$ cat src/rtl/spinner_pkg.sv
// Shared types and helpers for the spinner quadrature receive path.
// Gray sequence, step classification and the prev->cur decoder.
package spinner_pkg;

  typedef logic [1:0] quad_t;

  typedef enum logic [1:0] {
    STEP_NONE,
    STEP_UP,
    STEP_DN,
    STEP_ERR
  } step_e;

  // Counting-up order of the AB pair, A in bit 1
  localparam quad_t GRAY_0 = 2'b00;
  localparam quad_t GRAY_1 = 2'b01;
  localparam quad_t GRAY_2 = 2'b11;
  localparam quad_t GRAY_3 = 2'b10;

  function automatic logic [1:0] gray_idx(quad_t q);
    logic [1:0] r;
    r = 2'd0;
    unique case (q)
      GRAY_0: r = 2'd0;
      GRAY_1: r = 2'd1;
      GRAY_2: r = 2'd2;
      GRAY_3: r = 2'd3;
    endcase
    return r;
  endfunction

  function automatic step_e quad_decode(quad_t prev, quad_t cur);
    logic [1:0] d;
    step_e      r;
    d = gray_idx(cur) - gray_idx(prev);
    r = STEP_NONE;
    unique case (1'b1)
      (d == 2'd0): r = STEP_NONE;
      (d == 2'd1): r = STEP_UP;
      (d == 2'd3): r = STEP_DN;
      (d == 2'd2): r = STEP_ERR;
    endcase
    return r;
  endfunction

endpackage

$ cat src/rtl/spinner_quad_decoder_filter.sv
// quad_input_filter: holds the AB pair until a new value persists
// FILT_LEN cycles. Only built with SPINNER_FILTER_EN defined.
`ifdef SPINNER_FILTER_EN
module quad_input_filter
  import spinner_pkg::*;
#(
  parameter int FILT_LEN = 4
) (
  input  logic  clk_12m,
  input  logic  reset,
  input  quad_t d_ab,
  output quad_t q_ab
);

  localparam int CW = $clog2(FILT_LEN + 1);

  logic [CW-1:0] cnt;
  logic [CW-1:0] run;
  quad_t         cand;

  // run = length of the current streak of d_ab including this sample
  always_comb begin
    run = CW'(1);
    if (d_ab == cand) run = cnt + CW'(1);
  end

  always_ff @(posedge clk_12m) begin
    if (!reset) begin
      q_ab <= d_ab;
      cand <= d_ab;
      cnt  <= '0;
    end else if (d_ab == q_ab) begin
      cnt  <= '0;
    end else if (run >= CW'(FILT_LEN)) begin
      q_ab <= d_ab;
      cnt  <= '0;
    end else begin
      cand <= d_ab;
      cnt  <= run;
    end
  end

endmodule
`endif

$ cat src/rtl/spinner_quad_decoder.sv
// Spinner AB quadrature receiver: sync, optional glitch filter
// (SPINNER_FILTER_EN), 4x decode, wrapping position, saturating delta.
module spinner_quad_decoder
  import spinner_pkg::*;
#(
  parameter int CNT_W   = 12,
  parameter int DELTA_W = 9
`ifdef SPINNER_FILTER_EN
  ,
  parameter int FILT_LEN = 4
`endif
) (
  input  logic               clk_12m,
  input  logic               reset,
  input  logic               enc_a,
  input  logic               enc_b,
  input  logic               latch,
  input  logic               err_clr,
  output logic [CNT_W-1:0]   position,
  output logic [DELTA_W-1:0] delta,
  output logic               delta_vld,
  output logic               step,
  output logic               dir,
  output logic               err
);

  localparam logic [CNT_W-1:0] POS_ONE = CNT_W'(1);
  localparam logic [DELTA_W-1:0] ACC_ONE = DELTA_W'(1);
  localparam logic [DELTA_W-1:0] ACC_MAX = {1'b0, {(DELTA_W-1){1'b1}}};
  localparam logic [DELTA_W-1:0] ACC_MIN = {1'b1, {(DELTA_W-1){1'b0}}};

  quad_t              sync1;
  quad_t              sync2;
  quad_t              q_ab;
  quad_t              prev_ab;
  step_e              ev;
  logic               up;
  logic               dn;
  logic [DELTA_W-1:0] acc;
  logic [DELTA_W-1:0] acc_nxt;

  // Pins are asynchronous; no reset so prev_ab can load a live value
  always_ff @(posedge clk_12m) begin
    sync1 <= {enc_a, enc_b};
    sync2 <= sync1;
  end

`ifdef SPINNER_FILTER_EN
  quad_input_filter #(
    .FILT_LEN (FILT_LEN)
  ) u_filt (
    .clk_12m (clk_12m),
    .reset   (reset),
    .d_ab    (sync2),
    .q_ab    (q_ab)
  );
`else
  assign q_ab = sync2;
`endif

  assign ev = quad_decode(prev_ab, q_ab);
  assign up = (ev == STEP_UP);
  assign dn = (ev == STEP_DN);

  always_comb begin
    acc_nxt = acc;
    if (up && acc != ACC_MAX) acc_nxt = acc + ACC_ONE;
    else if (dn && acc != ACC_MIN) acc_nxt = acc - ACC_ONE;
  end

  always_ff @(posedge clk_12m) begin
    if (!reset) begin
      prev_ab   <= q_ab;
      position  <= '0;
      acc       <= '0;
      delta     <= '0;
      delta_vld <= 1'b0;
      step      <= 1'b0;
      dir       <= 1'b0;
      err       <= 1'b0;
    end else begin
      prev_ab   <= q_ab;
      step      <= up | dn;
      delta_vld <= latch;
      if (up) position <= position + POS_ONE;
      else if (dn) position <= position - POS_ONE;
      if (up | dn) dir <= up;
      // a step landing on the latch edge goes into this delta
      if (latch) begin
        delta <= acc_nxt;
        acc   <= '0;
      end else begin
        acc   <= acc_nxt;
      end
      if (ev == STEP_ERR) err <= 1'b1;
      else if (err_clr) err <= 1'b0;
    end
  end

endmodule

$ cat config.mk
export PLATFORM = sky130hd
export DESIGN_NAME = spinner_quad_decoder
export DESIGN_NICKNAME = d
export VERILOG_FILES = /design/src/rtl/spinner_pkg.sv /design/src/rtl/spinner_quad_decoder_filter.sv /design/src/rtl/spinner_quad_decoder.sv
export SDC_FILE = /design/constraint.sdc
export NUM_CORES = 1
export LEC_CHECK = 0
export BUFFER_PORTS_ARGS = -buffer_cell sky130_fd_sc_hd__buf_2
export CAP_MARGIN = 20
export CORE_ASPECT_RATIO = 0.9
export CORE_MARGIN = 3
export CORE_UTILIZATION = 38
export CTS_BUF_LIST = sky130_fd_sc_hd__clkbuf_16
export CTS_CLUSTER_DIAMETER = 30
export DETAILED_ROUTE_END_ITERATION = 10
export SYNTH_ARGS = -nofsm -noshare
export SYNTH_HDL_FRONTEND = slang
export SYNTH_SLANG_ARGS = --single-unit
$ cat constraint.sdc
create_clock -name clk_12m -period 5.9 [get_ports clk_12m]
set_input_delay 0.295 -clock clk_12m [delete_from_list [all_inputs] [get_ports clk_12m]]
set_output_delay 0.295 -clock clk_12m [all_outputs]
set_load 0.005 [all_outputs]
* Word-level counts from Yosys, hierarchy flattened
Cells that the tools add are included.
Operators by class: add/sub/neg operators 5, equal/unequal tests 14, muxes and demuxes 9, bitwise gates (word level) 2, reductions and logical operators 8
Operators with widths (count):
- 12-bit two-way mux | 2
- 2-bit case mux with 4 select lines | 3
- 9-bit two-way mux | 2
- 2-bit == test (second input constant) | 8
- 12-bit by 1-bit adder with 12-bit output (second input constant) | 1
- 12-bit by 1-bit subtractor with 12-bit output (second input constant) | 1
- 9-bit by 1-bit adder with 9-bit output (second input constant) | 1
- 9-bit by 8-bit != test with 1-bit output (second input constant) | 1
- 9-bit != test (second input constant) | 1
- 9-bit by 1-bit subtractor with 9-bit output (second input constant) | 1
- 2-bit by 1-bit == test with 1-bit output (second input constant) | 4
- 2-bit logical NOT | 3
- 2-bit nonzero test | 2
- 1-bit logical AND | 2
- 1-bit two-way mux | 2
- 2-bit OR reduction | 1
- 2-bit subtractor | 1
- 1-bit NOT | 1
- 1-bit bitwise OR | 1
Storage, ports and cells: register bits 40, bits of input ports 6, output and inout port bits 25, word-level logic and storage cells 48

* Longest topological paths before layout
Gate-level depths: netlist of the first run.
depth in word-level cells 9, mapped depth 14, gate-level depth less buffers 13

* Worst setup path after synthesis of the first run
OpenSTA, ideal clock, no wires.
path type flip-flop to flip-flop, start reg sync2[1], in the netlist q_ab[1], end reg position[7], setup time 0.115 ns, arrival time 3.008 ns, data required time 5.785 ns, path slack 2.777 ns, stages on the path, launching flop included 15, path buffers 1, period minus slack after synthesis 3.123 ns, path through dfxtp_1 -> inv_1 -> ha_1 -> inv_1 -> ha_1 -> clkbuf_1 -> clkinv_1 -> nand2_1 -> ha_1 -> a211oi_1 -> o211ai_1 -> nand2_1 -> xor2_1 -> o21ai_0 -> and2_1
Between the ends: cells in the longest elaborated chain, start to end 7, elaborated cells on any way between the ends 15, those cells by class 1 x add/sub; 8 x eq/ne; 3 x mux; 3 x reduce/logical
Ends and longest elaborated chain:
- start: declaration | RTL line spinner_quad_decoder.sv:33 | quad_t sync2;
- start signal: assignment | RTL line spinner_quad_decoder.sv:45 | sync2 <= sync1;
- 2-bit == test (tied with other cells) | RTL line spinner_pkg.sv:23 | unique case (q)
- 2-bit case mux with 4 select lines * | RTL line spinner_pkg.sv:23
- 2-bit subtractor * | RTL line spinner_pkg.sv:35 | d = gray_idx(cur) - gray_idx(prev);
- 2-bit == test (tied with other cells) | RTL line spinner_pkg.sv:41 | (d == 2'd2): r = STEP_ERR;
- 2-bit case mux with 4 select lines * | RTL line spinner_pkg.sv:37 | unique case (1'b1)
- 2-bit by 1-bit == test with 1-bit output / 2-bit == test (equally long branches) | RTL line spinner_quad_decoder.sv:62, spinner_quad_decoder.sv:63
- 12-bit two-way mux / 2-bit nonzero test (equally long branches)
- end signal: assignment | RTL line spinner_quad_decoder.sv:85 | if (up) position <= position + POS_ONE;
- end signal: assignment | RTL line spinner_quad_decoder.sv:86 | else if (dn) position <= position - POS_ONE;
- end: declaration | RTL line spinner_quad_decoder.sv:19 | output logic [CNT_W-1:0] position,
Every way passes the cells marked *; elsewhere a longest branch is shown, timed or not. A chain may end at the register's enable or synchronous reset.

* Worst setup path in the final report of the first run
start reg sync2[0], in the netlist q_ab[0], end reg position[7]
The elaborated chain is that of the path after synthesis.

==> results of run 1 <==
[sequential cells by signal, indices dropped and copies added, names as in the netlist]
register and cells:
position 12, q_ab 2, delta 9, dir 1, err 1, step 1
prev_ab 2, sync1 2, delta_vld 1, acc 9
[worst paths after layout]
check / start / to / slack [ns] / cells after the start
max: q_ab[0] / position[7] / 2.06 / 13
min: enc_a / sync1[1] / 0.12 / 1
max reg2reg: q_ab[0] / position[7] / 2.06 / 13
min reg2reg: sync1[0] / q_ab[0] / 0.33 / 0
[layout make-up]
type	count	area, sq um	share of cell area (%)
Clock buffer	5	125	4.89
Inverter	15	56.3	2.20
Sequential cell	40	801	31.3
Tap cell	67	83.8	3.27
Timing Repair Buffer	30	150	5.87
Multi-Input combinational cell	197	1330	51.8
Clock inverter	3	18.8	0.733
[per-stage QoR]
step,total power (W),std cells,instance area [sq um],hold slack [ns],utilization [%]
after floorplan,0.000794,261,2220,0.310,-
after global placement,0.000920,349,2420,0.314,44.4
after detailed placement,0.000922,349,2420,0.312,44.4
after CTS,0.00119,357,2560,0.113,47.0
after global routing,0.00128,357,2560,0.119,47.0
final,0.00118,357,2560,0.116,47.0
[cells by family (layout without fill, tap and decap cells)]
logic type / after synthesis / count (layout) / share of synthesized area [%]
AO/OA/AOI/OAI: 58 / 58 / 16.7
XOR/XNOR: 17 / 17 / 8.00
adder cells (fa/ha/maj): 21 / 21 / 12.2
buffers and inverters: 24 / 53 / 4.23
flip-flops: 40 / 40 / 36.1
multiplexers: 4 / 4 / 1.80
AND/OR/NAND/NOR: 97 / 97 / 21.0
[worst max-delay path: stages, from the launching register on]
cell	delay [ns]
dfxtp_1	0.34
inv_1	0.07
ha_1	0.27
inv_1	0.04
ha_1	0.71
clkinv_1	0.44
nand2_1	0.46
ha_1	0.34
a211oi_1	0.35
o211ai_1	0.16
nand2_1	0.17
xor2_1	0.15
o21ai_0	0.07
and2_1	0.17
[placed cells by master (no fill, tap or decap), types with 7 or more instances in the layout]
cell     Yosys  layout
a21oi_1     15      15
buf_2        3      30
dfxtp_1     40      40
ha_1        20      20
inv_1       14      14
nand2_1     23      23
nand3_1     11      11
nor2_1      30      30
nor3_1       7       7
o21ai_0     18      18
xnor2_1     12      12
[per-layer routing]
metal / wire (um) / share of wire (%) / global-route usage, %
met2: 2230 / 47 / 23.5
met3: 168 / 3.6 / 2.83
met5: 0 / 0 / 0
met1: 2240 / 47 / 19.5
met4: 76 / 1.6 / 5.61
[power by group through the flow]
stage          clock [W]  combinational [W]  sequential, W
2_1_floorplan          0           0.000425       0.000369
3_3_place_gp           0           0.000547       0.000373
3_5_place_dp           0           0.000548       0.000374
4_1_cts         0.000272           0.000552       0.000368
5_1_grt         0.000282           0.000626       0.000376
6_report        0.000266           0.000550       0.000368
==> impl_metrics.json, run 1 <==
{
  "crit_arrival_ns": 4.03,
  "hp-class": "input pin to flip-flop",
  "syn_nets": 288,
  "grt_pass1_wl_um": 8110,
  "grt_max_degree": 23,
  "cts-htree-levels": 2,
  "grt_pass1_vias": 1741,
  "initial_utilization_pct": 40.8,
  "pwr-share-clk_pct": 22.5,
  "switching_power_w": 0.000454,
  "fin_skew_ns": 0.00968,
  "intPower_w": 0.000729,
  "die-width_um": 86.6,
  "io_pins": 31,
  "floorplan.rows": 25,
  "leakage_nw": 1.15,
  "vias": 1909,
  "maxSlewHeadroom_pct": 55.0,
  "dieArea_sq_um": 6800,
  "comb_power_share_pct": 46.5,
  "cts_tree": "yes",
  "clockBufferDepth": 2,
  "antenna_found_initial": 0,
  "antenna_left": 0,
  "grtUsageTotal_pct": 14.7,
  "finalSetupViolCount": 0,
  "vdd_drop_max_mv": 0.202,
  "synth_top_flop_cell": "dfxtp_1",
  "status": "completed",
  "drcViolationCount": 0,
  "hold_violations": 0,
  "cts_hold_buf": 0,
  "numCtsBuffers": 5,
  "wl_per_cell_um": 13.2,
  "startpoint_type": "flip-flop",
  "numPortBuffers": 30,
  "syn_area_per_cell_sq_um": 8.50,
  "synth.most_common_cell": "dfxtp_1",
  "diodes": 0,
  "synth_warnings": 0,
  "die_height_um": 78.5,
  "cts-root-buf": "clkbuf_16",
  "synth_commonest_cells": "dfxtp_1 (40), nor2_1 (30), nand2_1 (23), ha_1 (20), o21ai_0 (18)",
  "gr-total-overflow": 0,
  "rsz0062_at_grt": "false",
  "required_ns": 6.08,
  "layout_worst_path_cycle_share_pct": 65.2,
  "pwr-share-seq_pct": 31.1,
  "cts-resized-gates": 0,
  "core_sq_um": 5440,
  "cp_max_fo": 22,
  "worst_slack_ns": 2.06,
  "nFillCells": 544,
  "min_period_ns": 3.84,
  "gp_congestion": 0.827,
  "drive_above_1_share_pct": 15.5,
  "switching_share_pct": 38.4,
  "synth_area_leaders": "dfxtp_1 (36%), ha_1 (11%), nor2_1 (5.1%)",
  "routed_via_density": 5.35,
  "worst_slew_pin_slew_ns": 0.674,
  "synth.yosys.seq_area_share_pct": 36.1,
  "final_nets": 316,
  "dp_hpwl_um": 3590,
  "place_ws_ns": 2.03,
  "syn_inst": 261,
  "synthArstFlopShare_pct": 0,
  "synth-edff-count": 0,
  "cts.sinks": 40,
  "first_pass_iters": 4,
  "cp-end-kind": "flip-flop",
  "yosys.area.top_type": "dfxtp_1",
  "ys_ff_latch": 40,
  "clkTransAtPathRegs_ns": 0.06,
  "max_freq_ghz": 0.260,
  "fin_tns_setup_ns": 0,
  "maxCapViolCount": 0,
  "drt-initial-drc-count": 76,
  "insertion_delay_ns": 0.29,
  "synth_top_area_share_pct": 36.1,
  "syn_to_final_growth_pct": 15.3,
  "syn_area_sq_um": 2220,
  "drv_slew": 0,
  "route.final.wire_length_um": 4720,
  "post_cts_buffers": 0,
  "crit_type": "flip-flop to flip-flop",
  "synth.distinct_cells": 47,
  "power_density_nw_per_um2": 462
}
(Power assumes the default switching activity.)
==> run 2: changes to the inputs <==
==> constraint.sdc (replaced) <==
create_clock -name clk_12m -period 3.4 [get_ports clk_12m]
set_input_delay 0.17 -clock clk_12m [delete_from_list [all_inputs] [get_ports clk_12m]]
set_output_delay 0.17 -clock clk_12m [all_outputs]
set_load 0.005 [all_outputs]
==> run 2 against run 1 <==
Non-clock buffer count rose by 6. Die area did not move. Sequential share of layout area fell by 1.1 points. Fmax rose by 30%. Critical endpoint is now position[9]. Critical path depth rose by 1. Clock power rose by 120%. Design area rose by 3.7%.
==> impl_metrics.json, run 2 (synthesis gave the netlist of run 1 again) <==
{
  "maxCapViolCount": 0,
  "r2r_slack_ns": 0.43,
  "clkTransAtPathRegs_ns": 0.06,
  "dp_hpwl_um": 3420,
  "leakage_nw": 1.20,
  "final_nets": 322,
  "drive_above_1_share_pct": 16.9,
  "hold-path-cell-count": 4,
  "r2r-end": "position[9]",
  "max_freq_ghz": 0.337,
  "io_pins": 31,
  "cp_slowest_cell": "xnor3_1",
  "startpoint_type": "flip-flop",
  "fin_tns_setup_ns": 0,
  "core_sq_um": 5440,
  "gp_congestion": 0.848,
  "status": "completed",
  "die-width_um": 86.6,
  "routed_via_density": 5.09,
  "grt_pass1_wl_um": 8140,
  "crit_type": "flip-flop to flip-flop",
  "drv_slew": 0,
  "numCtsBuffers": 5,
  "rsz0062_at_grt": "false",
  "fin_skew_ns": 0.00710,
  "cp-end-kind": "flip-flop",
  "cts_tree": "yes",
  "initial_utilization_pct": 40.8,
  "vias": 1842,
  "grtUsageTotal_pct": 14.7,
  "largest_reg_flops": 12,
  "grt_pass1_vias": 1844,
  "wl_per_cell_um": 12.5,
  "r2r-start": "q_ab[0]",
  "final_cell_mix": "dfxtp_1 (40), nor2_1 (30), buf_2 (30)",
  "hold_violations": 0,
  "floorplan.rows": 25,
  "gr-total-overflow": 0,
  "rr_worst_depth": 14,
  "top_register": "position",
  "numPortBuffers": 30,
  "worstPathCellList": "inv_1 -> ha_1 -> inv_1 -> ha_1 -> xnor3_1 -> nand2_2 -> buf_4 -> ha_1 -> o21ai_0 -> o211ai_1 -> nand2_1 -> o21ai_0 -> xnor2_1 -> o21ai_0",
  "antenna_left": 0,
  "crit_path_max_incr_delay_ns": 0.41,
  "maxSlewHeadroom_pct": 66.6,
  "first_pass_iters": 4,
  "die_height_um": 78.5,
  "power_density_nw_per_um2": 828,
  "min_period_ns": 2.97,
  "final_common_cell": "dfxtp_1",
  "crit_arrival_ns": 3.14,
  "worst_slew_pin_slew_ns": 0.495,
  "top_regs": "position (12), acc (9), delta (9)",
  "min_to": "err",
  "cts-root-buf": "clkbuf_16",
  "cp_max_fo": 7,
  "vdd_drop_max_mv": 0.515,
  "cts-htree-levels": 2,
  "layout_worst_path_cycle_share_pct": 87.3,
  "finalSetupViolCount": 0,
  "grt_max_degree": 22,
  "insertion_delay_ns": 0.28,
  "syn_to_final_growth_pct": 19.6,
  "dieArea_sq_um": 6800,
  "route.final.wire_length_um": 4540,
  "required_ns": 3.57,
  "drcViolationCount": 0,
  "diodes": 0,
  "drt-initial-drc-count": 93,
  "clockBufferDepth": 2,
  "p_total_w": 0.00220,
  "cts.sinks": 40,
  "holdCritStartpoint": "err_clr",
  "post_cts_buffers": 0,
  "crit_path_start": "q_ab[0]",
  "antenna_found_initial": 0,
  "hp-class": "input pin to flip-flop"
}
-- run 2: what timing repair did --
item / CTS / global route
gates resized for setup: 0 / 1
hold buffers: 2 / 0
endpoints found under the hold margin: 2 / 0
setup endpoints to repair: 0 / 1
-- run 2: power by group --
| group | switching (W) | internal (W) | total (W) |
|---|---|---|---|
| registers | 0.0000776 | 0.000561 | 0.000638 |
| logic | 0.000518 | 0.000449 | 0.000967 |
| clock network | 0.000176 | 0.000416 | 0.000592 |
-- run 2: critical path, delay by kind of cell, from the launching register on --
| kind | cells | cell delay, ns |
|---|---|---|
| fa+ha+maj | 3 | 0.75 |
| xor+xnor | 2 | 0.55 |
| compound gates | 4 | 0.64 |
| flops | 1 | 0.34 |
| simple gates | 2 | 0.28 |
| buf+inv | 3 | 0.31 |
-- run 2: worst max-delay path by stage --
stage and to:
2_1_floorplan position[7], 3_3_place_gp position[8], 3_5_place_dp position[9], 4_1_cts position[9]
5_1_grt position[9], 6_report position[9]
-- run 2: metrics by stage --
stage               cells  hold slack [ns]  util [%]  area, sq um  worst slack, ns
floorplan             261            0.198         -         2220            0.277
global placement      353            0.278      44.9         2450            0.390
detailed placement    353            0.277      44.9         2450            0.331
CTS                   362            0.187      48.7         2650            0.315
global route          362            0.218      48.8         2650           0.0653
finish                362            0.196      48.8         2650            0.432
-- run 2: layout make-up --
type / instances / area (sq um)
clock buffers: 5 / 125
clock inverters: 2 / 60.1
fillers: 551 / 2790
inverters: 15 / 56.3
multi-input cells: 197 / 1330
flip-flops and latches: 40 / 801
well taps: 67 / 83.8
repair buffers: 36 / 200
-- run 2: metal layers --
| metal | wire [um] | global-route usage (%) | share of wire (%) |
|---|---|---|---|
| met2 | 2000 | 23.5 | 44 |
| met1 | 2310 | 19.5 | 51 |
| met3 | 157 | 3.04 | 3.5 |
| met5 | 0 | 0 | 0 |
| met4 | 70 | 5.14 | 1.5 |
